File: src/rtl/ex_operand_ctrl.sv
// EX-stage operand control: ID/EX control latch, load-use stall FSM, A/B forwarding selects.
// Latency: the ID/EX latch is one cycle. stall, fwd_a, fwd_b and alu_src_sel are combinational from the current state.
// Backpressure: ext_stall freezes all state, including the stall counter. A load-use hazard holds IF/ID for LU_CYCLES cycles.
//
// Ports:
//   clk, reset             rising-edge clock; synchronous active-high reset (takes priority over ext_stall)
//   ext_stall              global freeze, e.g. while waiting on memory
//   id_*                   fields of the instruction currently in ID
//   exmem_*, memwb_*       register-write info from later stages, used for forwarding
//   stall                  hold PC and IF/ID this cycle; a bubble enters EX on the next edge
//   fwd_a, fwd_b           operand selects: 00 regfile, 10 EX/MEM, 01 MEM/WB
//   alu_src_sel            1 = sign-extended immediate on operand B
//   ex_valid/ex_rd/ex_mem_read   latched EX-stage fields
//   stall_count            saturating count of stalled cycles
module ex_operand_ctrl #(
    parameter int LU_CYCLES = 1,
    parameter int CNT_W     = 16
) (
    input  logic             clk,
    input  logic             reset,
    input  logic             ext_stall,
    input  logic             id_valid,
    input  logic [4:0]       id_rs,
    input  logic [4:0]       id_rt,
    input  logic             id_uses_rt,
    input  logic [4:0]       id_rd,
    input  logic             id_mem_read,
    input  logic             id_alu_src,
    input  logic             exmem_reg_write,
    input  logic [4:0]       exmem_rd,
    input  logic             memwb_reg_write,
    input  logic [4:0]       memwb_rd,
    output logic             stall,
    output logic [1:0]       fwd_a,
    output logic [1:0]       fwd_b,
    output logic             alu_src_sel,
    output logic             ex_valid,
    output logic [4:0]       ex_rd,
    output logic             ex_mem_read,
    output logic [CNT_W-1:0] stall_count
);

    localparam logic [0:0] RUN  = 1'b0;
    localparam logic [0:0] HOLD = 1'b1;

    // The hold counter only has to reach LU_CYCLES-2. The first stall cycle is spent in RUN.
    localparam int CW = (LU_CYCLES > 2) ? $clog2(LU_CYCLES - 1) : 1;
    localparam logic [CW-1:0] HOLD_INIT = (LU_CYCLES > 1) ? CW'(LU_CYCLES - 2) : '0;

    logic [0:0]    state;
    logic [CW-1:0] holdCnt;
    logic [4:0]    exRs;
    logic [4:0]    exRt;
    logic          exAluSrc;

    logic hz;
    logic stallInt;
    logic rsHit;
    logic rtHit;

    // The load destination travels in ex_rt.
    assign rsHit = (exRt == id_rs);
    assign rtHit = id_uses_rt && (exRt == id_rt);

    assign hz = (state == RUN) && id_valid && ex_valid && ex_mem_read
                && (exRt != 5'd0) && (rsHit || rtHit);

    assign stallInt = (state == HOLD) || hz;

    // Combinational outputs are forced quiet while reset is asserted.
    // Any stale state then cannot leak out before the first reset edge.
    assign stall = stallInt && !reset;

    function automatic logic [1:0] fwdSel(
        input logic [4:0] src,
        input logic       xmWrite,
        input logic [4:0] xmRd,
        input logic       mwWrite,
        input logic [4:0] mwRd
    );
        logic [1:0] sel;
        sel = 2'b00;
        if (xmWrite && (xmRd != 5'd0) && (xmRd == src)) begin
            sel = 2'b10;
        end else if (mwWrite && (mwRd != 5'd0) && (mwRd == src)) begin
            sel = 2'b01;
        end
        return sel;
    endfunction

    always_comb begin
        fwd_a       = 2'b00;
        fwd_b       = 2'b00;
        alu_src_sel = 1'b0;
        if (ex_valid && !reset) begin
            fwd_a       = fwdSel(exRs, exmem_reg_write, exmem_rd, memwb_reg_write, memwb_rd);
            // Operand B is still resolved when the immediate is selected.
            // Stores need the forwarded rt value as write data.
            fwd_b       = fwdSel(exRt, exmem_reg_write, exmem_rd, memwb_reg_write, memwb_rd);
            alu_src_sel = exAluSrc;
        end
    end

    // Stall FSM. The detect cycle is the first stall cycle, so HOLD covers the remaining LU_CYCLES-1.
    always_ff @(posedge clk) begin
        if (reset) begin
            state   <= RUN;
            holdCnt <= '0;
        end else if (!ext_stall) begin
            case (state)
                RUN: begin
                    if (hz && (LU_CYCLES > 1)) begin
                        state   <= HOLD;
                        holdCnt <= HOLD_INIT;
                    end
                end
                HOLD: begin
                    if (holdCnt == '0) begin
                        state <= RUN;
                    end else begin
                        holdCnt <= holdCnt - 1'b1;
                    end
                end
                default: begin
                    state   <= RUN;
                    holdCnt <= '0;
                end
            endcase
        end
    end

    // ID/EX latch. On a stall only ex_valid drops; the other fields keep their values because nothing reads them.
    always_ff @(posedge clk) begin
        if (reset) begin
            ex_valid    <= 1'b0;
            exRs        <= 5'd0;
            exRt        <= 5'd0;
            ex_rd       <= 5'd0;
            ex_mem_read <= 1'b0;
            exAluSrc    <= 1'b0;
        end else if (!ext_stall) begin
            if (stallInt) begin
                ex_valid <= 1'b0;
            end else begin
                ex_valid    <= id_valid;
                exRs        <= id_rs;
                exRt        <= id_rt;
                ex_rd       <= id_rd;
                ex_mem_read <= id_mem_read;
                exAluSrc    <= id_alu_src;
            end
        end
    end

    always_ff @(posedge clk) begin
        if (reset) begin
            stall_count <= '0;
        end else if (!ext_stall && stallInt && (stall_count != {CNT_W{1'b1}})) begin
            stall_count <= stall_count + 1'b1;
        end
    end

endmodule

File: config.mk
export PLATFORM = sky130hd
export DESIGN_NAME = ex_operand_ctrl
export DESIGN_NICKNAME = d
export VERILOG_FILES = /design/src/rtl/ex_operand_ctrl.sv
export SDC_FILE = /design/constraint.sdc
export NUM_CORES = 1
export LEC_CHECK = 0
export ABC_CLOCK_PERIOD_IN_PS = 7200
export CORE_AREA = 4 4 86 64
export DETAILED_ROUTE_END_ITERATION = 7
export DIE_AREA = 0 0 90 68
export PLACE_DENSITY_LB_ADDON = 0.12
export RECOVER_POWER = 50
export SLEW_MARGIN = 20
export SYNTH_ARGS = -nofsm -noshare
export SYNTH_HDL_FRONTEND = slang
export SYNTH_SLANG_ARGS = --single-unit
File: constraint.sdc
create_clock -name clk -period 7.2 [get_ports clk]
set_clock_uncertainty 0.15 [all_clocks]
set_input_delay 1.8 -clock clk [delete_from_list [all_inputs] [get_ports clk]]
set_output_delay 1.8 -clock clk [all_outputs]
set_load 0.01 [all_outputs]
==> metrics.md, run 1 <==
| Metric | Value |
|---|---|
| Most frequent CP cell | `clkdlybuf4s50_1` |
| Initial Util | `52.1%` |
| Register area share after synthesis | `28.1%` |
| Critical path required time | `5.25 ns` |
| Worst-path clk slew | `0.08 ns` |
| Worst-Margin Slew | `2.44 ns` |
| CTS Buf Count | `5` |
| WP buf/inv | `2` |
| Die width | `90 um` |
| Largest net degree at the start of global routing | `62` |
| Worst Path Max Fanout | `4` |
| Final WL | `6570 um` |
| Share of cells above drive strength 1 | `5.54%` |
| Final Util | `67.1%` |
| Synth Instances | `279` |
| Slowest CP cell | `clkdlybuf4s50_1` |
| Max-slew headroom | `-62.5%` |
| Vias | `2385` |
| CTS root buf | `clkbuf_8` |
| Die Ht | `68 um` |
| Drt pass-1 iters | `4` |
| Commonest non-fill, non-tap cell in the layout | `clkdlybuf4s50_1` |
| Final net count | `359` |
| Row count | `21` |
| Flops & latches, synth | `34` |
| Drt first-iter violations | `172` |
| R2r worst-path depth | `6` |
| HP Class | `reg2reg` |
| Detailed-route DRC error count | `0` |
| Yosys warning count | `0` |
| Vias in the first global route | `2206` |
| Switching share of power | `27.7%` |
| Reg power frac | `43.6%` |
| Post-Syn Area | `0.00242 mm2` |
| Mapped Nets | `314` |
| Global Route Usage Sum | `22.0%` |
| Antenna violations before repair | `0` |
| Final Power | `491 uW` |
| Core Region | `0.00465 mm2` |
| Setup Total Neg Slack | `0 ns` |
| Total grt overflow | `0` |
| DPL Wire Length | `4350 um` |
| Instance count on the critical path | `6` |
| Data arrival, critical path | `4.16 ns` |
| CTS tree | `done` |
| Distinct cell type count after synthesis | `44` |
| Final hold vios | `0` |
| Gpl congestion | `0.912` |
| Cts repair resizes | `0` |
| Post-CTS setup buffer count | `0` |
| Area contributors post-synth | `dfxtp_1 28%, xor2_1 6.9%, a32o_1 6.6%, nor4b_1 6.1%, a211o_1 5.8%` |
| Antenna viol nets, final | `0` |
| Commonest non-fill, non-tap cells in the layout | `38 x clkdlybuf4s50_1, 34 x dfxtp_1, 24 x dlygate4sd3_1` |
| Hold depth | `2` |
| Sw Pwr | `136 uW` |
| Post-CTS Hold Buffers | `0` |
| Period utilization | `84.8%` |
| CP Launch Type | `input pin` |
| CTS Sinks | `34` |
| Average size of a mapped cell | `8.68 um2` |
| Area delta synth->final | `28.8%` |
| N_diodes | `0` |
| H-tree depth | `2` |
| P_leak | `1.21 nW` |
| Max incr delay on CP | `0.58 ns` |
| Comb pwr share | `20.3%` |
| Full die area | `0.00612 mm2` |
| Setup crit end kind | `output pin` |
| Clk_lat worst skew | `0.29 ns` |
| Internal power | `355 uW` |
| Yosys top cell by area | `dfxtp_1` |
| Top Family by Delay on Critical Path | `buffers and inverters` |
| Worst Setup Path Type | `in2out` |
| Final setup viols | `0` |
| Failing checks | `max-capacitance violations, max-slew violations` |
| Clock share of power | `36.0%` |
| PwrDens | `158 mW/mm2` |
| Unrepaired setup endpoints after global routing | `no` |
| First-pass GRT wire length | `10900 um` |
| Status | `finished, violations left` |
| MaxCap Viol Count | `1` |
| Number of I/O port buffers | `62` |
| CP Cell Sequence | `clkdlybuf4s50_1 > or4_1 > o21ai_0 > nor3_1 > nor4_1 > clkdlybuf4s50_1` |
| Maximum clock frequency | `164 MHz` |
| Drt wl/cell | `17.2 um` |
| I/O Pins | `63` |
| CTS Buffer Depth | `2` |
| DR vias/cell | `6.24` |
| Max VDD drop | `0.116 mV` |
| Yosys top cell area share | `28.1%` |
| Slew Limit Fails | `62` |
| Post-route minimum period | `6.11 ns` |
-- metrics by stage --
stage | setup slack [ns] | cell area [um2] | cells | hold WS [ns]
floorplan | 2.09 | 2420 | 279 | 0.361
global placement | 1.15 | 3020 | 374 | 0.347
detailed placement | 1.10 | 3020 | 374 | 0.347
CTS | 1.10 | 3130 | 382 | 0.356
global route | 0.871 | 3120 | 382 | 0.389
finish | 1.09 | 3120 | 382 | 0.353
-- routing by layer --
layer  vias up  global-route usage [%]  share of wire [%]
met5         -                       0                  0
met4         0                    8.59                1.6
met3         8                    5.60                6.4
met2        90                    32.9                 42
met1      1105                    30.4                 50
li1       1182                       -                  -
-- power by group through the flow --
stage	combinational (mW)	clock, mW	sequential, mW
CTS	0.102	0.182	0.214
detailed placement	0.101	0	0.219
global route	0.109	0.191	0.216
floorplan	0.0698	0	0.210
finish	0.100	0.177	0.214
global placement	0.101	0	0.218
-- cells by family (layout without fill, tap and decap cells) --
kind of cell | Yosys count | in the layout | synth area share (%)
adders and majority gates | 1 | 1 | 0.516
xor gates and xnor gates | 30 | 30 | 10.8
DFF | 34 | 34 | 28.1
muxes | 5 | 5 | 2.32
and+or+nand+nor | 113 | 113 | 29.3
buffers and inverters | 33 | 79 | 6.56
AOI/OAI and AO/OA | 63 | 63 | 22.3
-- registers in the layout (all words and copies together) (netlist names) --
signal,cells
exAluSrc,1
ex_valid,1
exRt,5
stall_count,16
exRs,5
ex_rd,5
ex_mem_read,1
-- tightest hold or removal path, cell delays in order, from the launching register on --
cell and delay (ns):
dfxtp_1 0.34, o41ai_1 0.07, a21oi_1 0.05
-- final timing paths --
path / endpoint / slack (ns) / startpoint
setup / recovery: fwd_b[0] / 1.09 / exmem_rd[1]
hold / removal: stall_count[10]$_SDFFE_PP0P_ / 0.35 / stall_count[10]$_SDFFE_PP0P_
setup reg to reg: stall_count[15]$_SDFFE_PP0P_ / 3.48 / exRt[1]$_SDFFE_PP0P_
hold reg to reg: stall_count[10]$_SDFFE_PP0P_ / 0.35 / stall_count[10]$_SDFFE_PP0P_
-- cells in the mapped netlist, drive strengths merged --
cell type	n
or4b	5
or4	9
and3	17
a21oi	10
ha	1
or3	3
o211a	1
buf	16
inv	4
o211ai	1
a21o	1
nand2b	1
nand4	7
xor2	19
mux2	5
nor2b	5
nor4b	17
xnor2	11
nor4	9
nor3	4
o2111ai	2
o21ai	4
dfxtp	34
a211o	16
and4	1
a32oi	1
a32o	16
clkbuf	13
o31ai	2
o311ai	2
nand3	5
or2	2
nor2	16
nand2	12
o41ai	7
-- layout make-up --
type / instances / area (um2)
Clock buffer: 6 / 72.6
Inverter: 4 / 15.0
Fill cell: 377 / 1530
Timing Repair Buffer: 67 / 654
Tap cell: 57 / 71.3
Multi-Input combinational cell: 212 / 1590
Sequential cell: 34 / 681
Clock inverter: 2 / 37.5
Power figures use the tool's default switching activity.
==> inputs of run 2 (changes only) <==
--- a/config.mk
+++ b/config.mk
@@ -5,10 +5,10 @@
 export SDC_FILE = /design/constraint.sdc
 export NUM_CORES = 1
 export LEC_CHECK = 0
-export ABC_CLOCK_PERIOD_IN_PS = 7200
-export CORE_AREA = 4 4 86 64
+export ABC_CLOCK_PERIOD_IN_PS = 5480
+export CORE_AREA = 4 4 94 70
 export DETAILED_ROUTE_END_ITERATION = 7
-export DIE_AREA = 0 0 90 68
+export DIE_AREA = 0 0 98 74
 export PLACE_DENSITY_LB_ADDON = 0.12
 export RECOVER_POWER = 50
 export SLEW_MARGIN = 20
==> constraint.sdc (replaced) <==
create_clock -name clk -period 5.48 [get_ports clk]
set_clock_uncertainty 0.15 [all_clocks]
set_input_delay 1.37 -clock clk [delete_from_list [all_inputs] [get_ports clk]]
set_output_delay 1.37 -clock clk [all_outputs]
set_load 0.01 [all_outputs]
==> run 2 against run 1 <==
The run still ends with max-capacitance violations, max-slew violations left; worst hold slack better by 0.012 ns; first-iteration DRC count up 7.0%; setup slack worse by 0.84 ns; design area up 0.12%; cell count up 4.7%; global-route usage down 3.5 points; flip-flop and latch count unchanged; sequential power up 32%; utilization down 11 points; critical path type unchanged; critical endpoint unchanged.
==> metrics.md, run 2 (same netlist as run 1, synthesis figures left out) <==
| Metric | Value |
|---|---|
| Hold EP | `stall_count[10]$_SDFFE_PP0P_` |
| Detailed-route DRC error count | `0` |
| CP Launch Type | `input pin` |
| Unrepaired setup endpoints after global routing | `no` |
| Critical path required time | `3.96 ns` |
| R2r worst-path depth | `6` |
| Die Ht | `74 um` |
| Drt first-iter violations | `184` |
| Vias | `2369` |
| Share of cells above drive strength 1 | `5.54%` |
| Initial Util | `43.2%` |
| Maximum clock frequency | `191 MHz` |
| I/O Pins | `63` |
| Die width | `98 um` |
| Area delta synth->final | `28.9%` |
| MaxCap Viol Count | `1` |
| Gpl congestion | `0.836` |
| Cell area after layout | `0.00312 mm2` |
| Vias in the first global route | `2166` |
| Period utilization | `95.5%` |
| Setup Total Neg Slack | `0 ns` |
| Fill cell count | `556` |
| Commonest non-fill, non-tap cell in the layout | `clkdlybuf4s50_1` |
| Commonest non-fill, non-tap cells in the layout | `38 x clkdlybuf4s50_1, 34 x dfxtp_1, 24 x dlygate4sd3_1` |
| Number of I/O port buffers | `62` |
| Top reg by flops | `stall_count` |
| Full die area | `0.00725 mm2` |
| Drt pass-1 iters | `4` |
| Final setup viols | `0` |
| Final net count | `359` |
| Drt wl/cell | `16.7 um` |
| Largest net degree at the start of global routing | `62` |
| DR vias/cell | `5.92` |
| CTS root buf | `clkbuf_8` |
| Failing checks | `max-capacitance violations, max-slew violations` |
| Worst-Margin Slew | `2.44 ns` |
| Data arrival, critical path | `3.71 ns` |
| Worst-path clk slew | `0.07 ns` |
| Max VDD drop | `0.120 mV` |
| Setup crit end kind | `output pin` |
| CTS Buffer Depth | `2` |
| Core Region | `0.00561 mm2` |
| Final WL | `6660 um` |
| Row count | `23` |
| P_leak | `1.20 nW` |
| PwrDens | `195 mW/mm2` |
| HP Class | `reg2reg` |
| Worst R2R Start | `exRt[4]$_SDFFE_PP0P_` |
| CTS Sinks | `34` |
| Max-slew headroom | `-62.5%` |
| Global Route Usage Sum | `18.5%` |
| Switching share of power | `29.0%` |
| Final Power | `609 uW` |
| CTS tree | `done` |
| Reg power frac | `46.4%` |
| Antenna violations before repair | `0` |
| H-tree depth | `2` |
| Post-route minimum period | `5.23 ns` |
| CTS Buf Count | `5` |
| Post-CTS setup buffer count | `0` |
| Internal power | `433 uW` |
| Sw Pwr | `176 uW` |
| Status | `finished, violations left` |
| N_diodes | `0` |
| Placed cells | `392` |
| Cts repair resizes | `0` |
| Hold depth | `2` |
| Post-CTS Hold Buffers | `0` |
| Post-DP Area | `0.00304 mm2` |
| Clock share of power | `32.1%` |
| DPL Wire Length | `4420 um` |
| Slew Limit Fails | `62` |
| Worst reg2reg endpoint | `stall_count[15]$_SDFFE_PP0P_` |
| Hold Crit Start | `stall_count[10]$_SDFFE_PP0P_` |
| Comb pwr share | `21.5%` |
| Worst Path Max Fanout | `4` |
| Multi-input logic area | `0.00159 mm2` |
| Total grt overflow | `0` |
| Final hold vios | `0` |
| First-pass GRT wire length | `11000 um` |
| Largest register FFs | `16` |
| Antenna viol nets, final | `0` |
| Reg-to-reg slack, setup | `1.68 ns` |
| Layout Cells excl Fill | `400` |
| Worst Setup Path Type | `in2out` |
| Register area | `681 um2` |
| Clk_lat worst skew | `0.29 ns` |
-- run 2: power groups by stage --
| stage | Combinational [mW] | Clock, mW | Sequential (mW) |
|---|---|---|---|
| after global routing | 0.144 | 0.215 | 0.286 |
| after global placement | 0.133 | 0 | 0.288 |
| after detailed placement | 0.134 | 0 | 0.288 |
| after floorplan | 0.0918 | 0 | 0.276 |
| final | 0.131 | 0.196 | 0.283 |
| after CTS | 0.135 | 0.202 | 0.283 |
-- run 2: per-stage QoR --
stage | worst slack (ns) | utilization, % | hold WS (ns)
after floorplan | 1.23 | - | 0.361
after global placement | 0.293 | 54.2 | 0.343
after detailed placement | 0.264 | 54.2 | 0.359
after CTS | 0.256 | 55.8 | 0.367
after global routing | 0.0474 | 55.7 | 0.394
final | 0.249 | 55.7 | 0.365
-- run 2: worst max-delay path, stage by stage --
cell	delay, ns
clkdlybuf4s50_1	0.47
or4_1	0.53
o21ai_0	0.34
nor3_1	0.11
nor4_1	0.30
clkdlybuf4s50_1	0.59
-- run 2: layer usage --
layer	track usage, %	vias to the layer above	share of wire, %
li1	-	1181	-
met1	27.1	1113	51
met2	27.1	68	42
met3	4.78	7	6.0
met4	4.61	0	0.92
met5	0	-	0
-- run 2: final cells by class --
class	instances	area share, %
Clock buffer	7	2.76
Multi-Input combinational cell	212	50.8
Tap cell	75	3.00
Timing Repair Buffer	67	21.0
Sequential cell	34	21.8
Clock inverter	1	0.160
Inverter	4	0.481
-- run 2: worst max path at each step --
stage                 from       end  slack, ns  cells past startpoint
6_report       exmem_rd[1]  fwd_b[0]       0.25                      6
5_1_grt        exmem_rd[1]  fwd_b[0]       0.05                      6
4_1_cts        exmem_rd[1]  fwd_a[0]       0.26                      6
3_5_place_dp   exmem_rd[1]  fwd_a[0]       0.26                      6
3_3_place_gp   exmem_rd[1]  fwd_a[0]       0.29                      6
2_1_floorplan  exmem_rd[1]  fwd_a[0]       1.23                      4
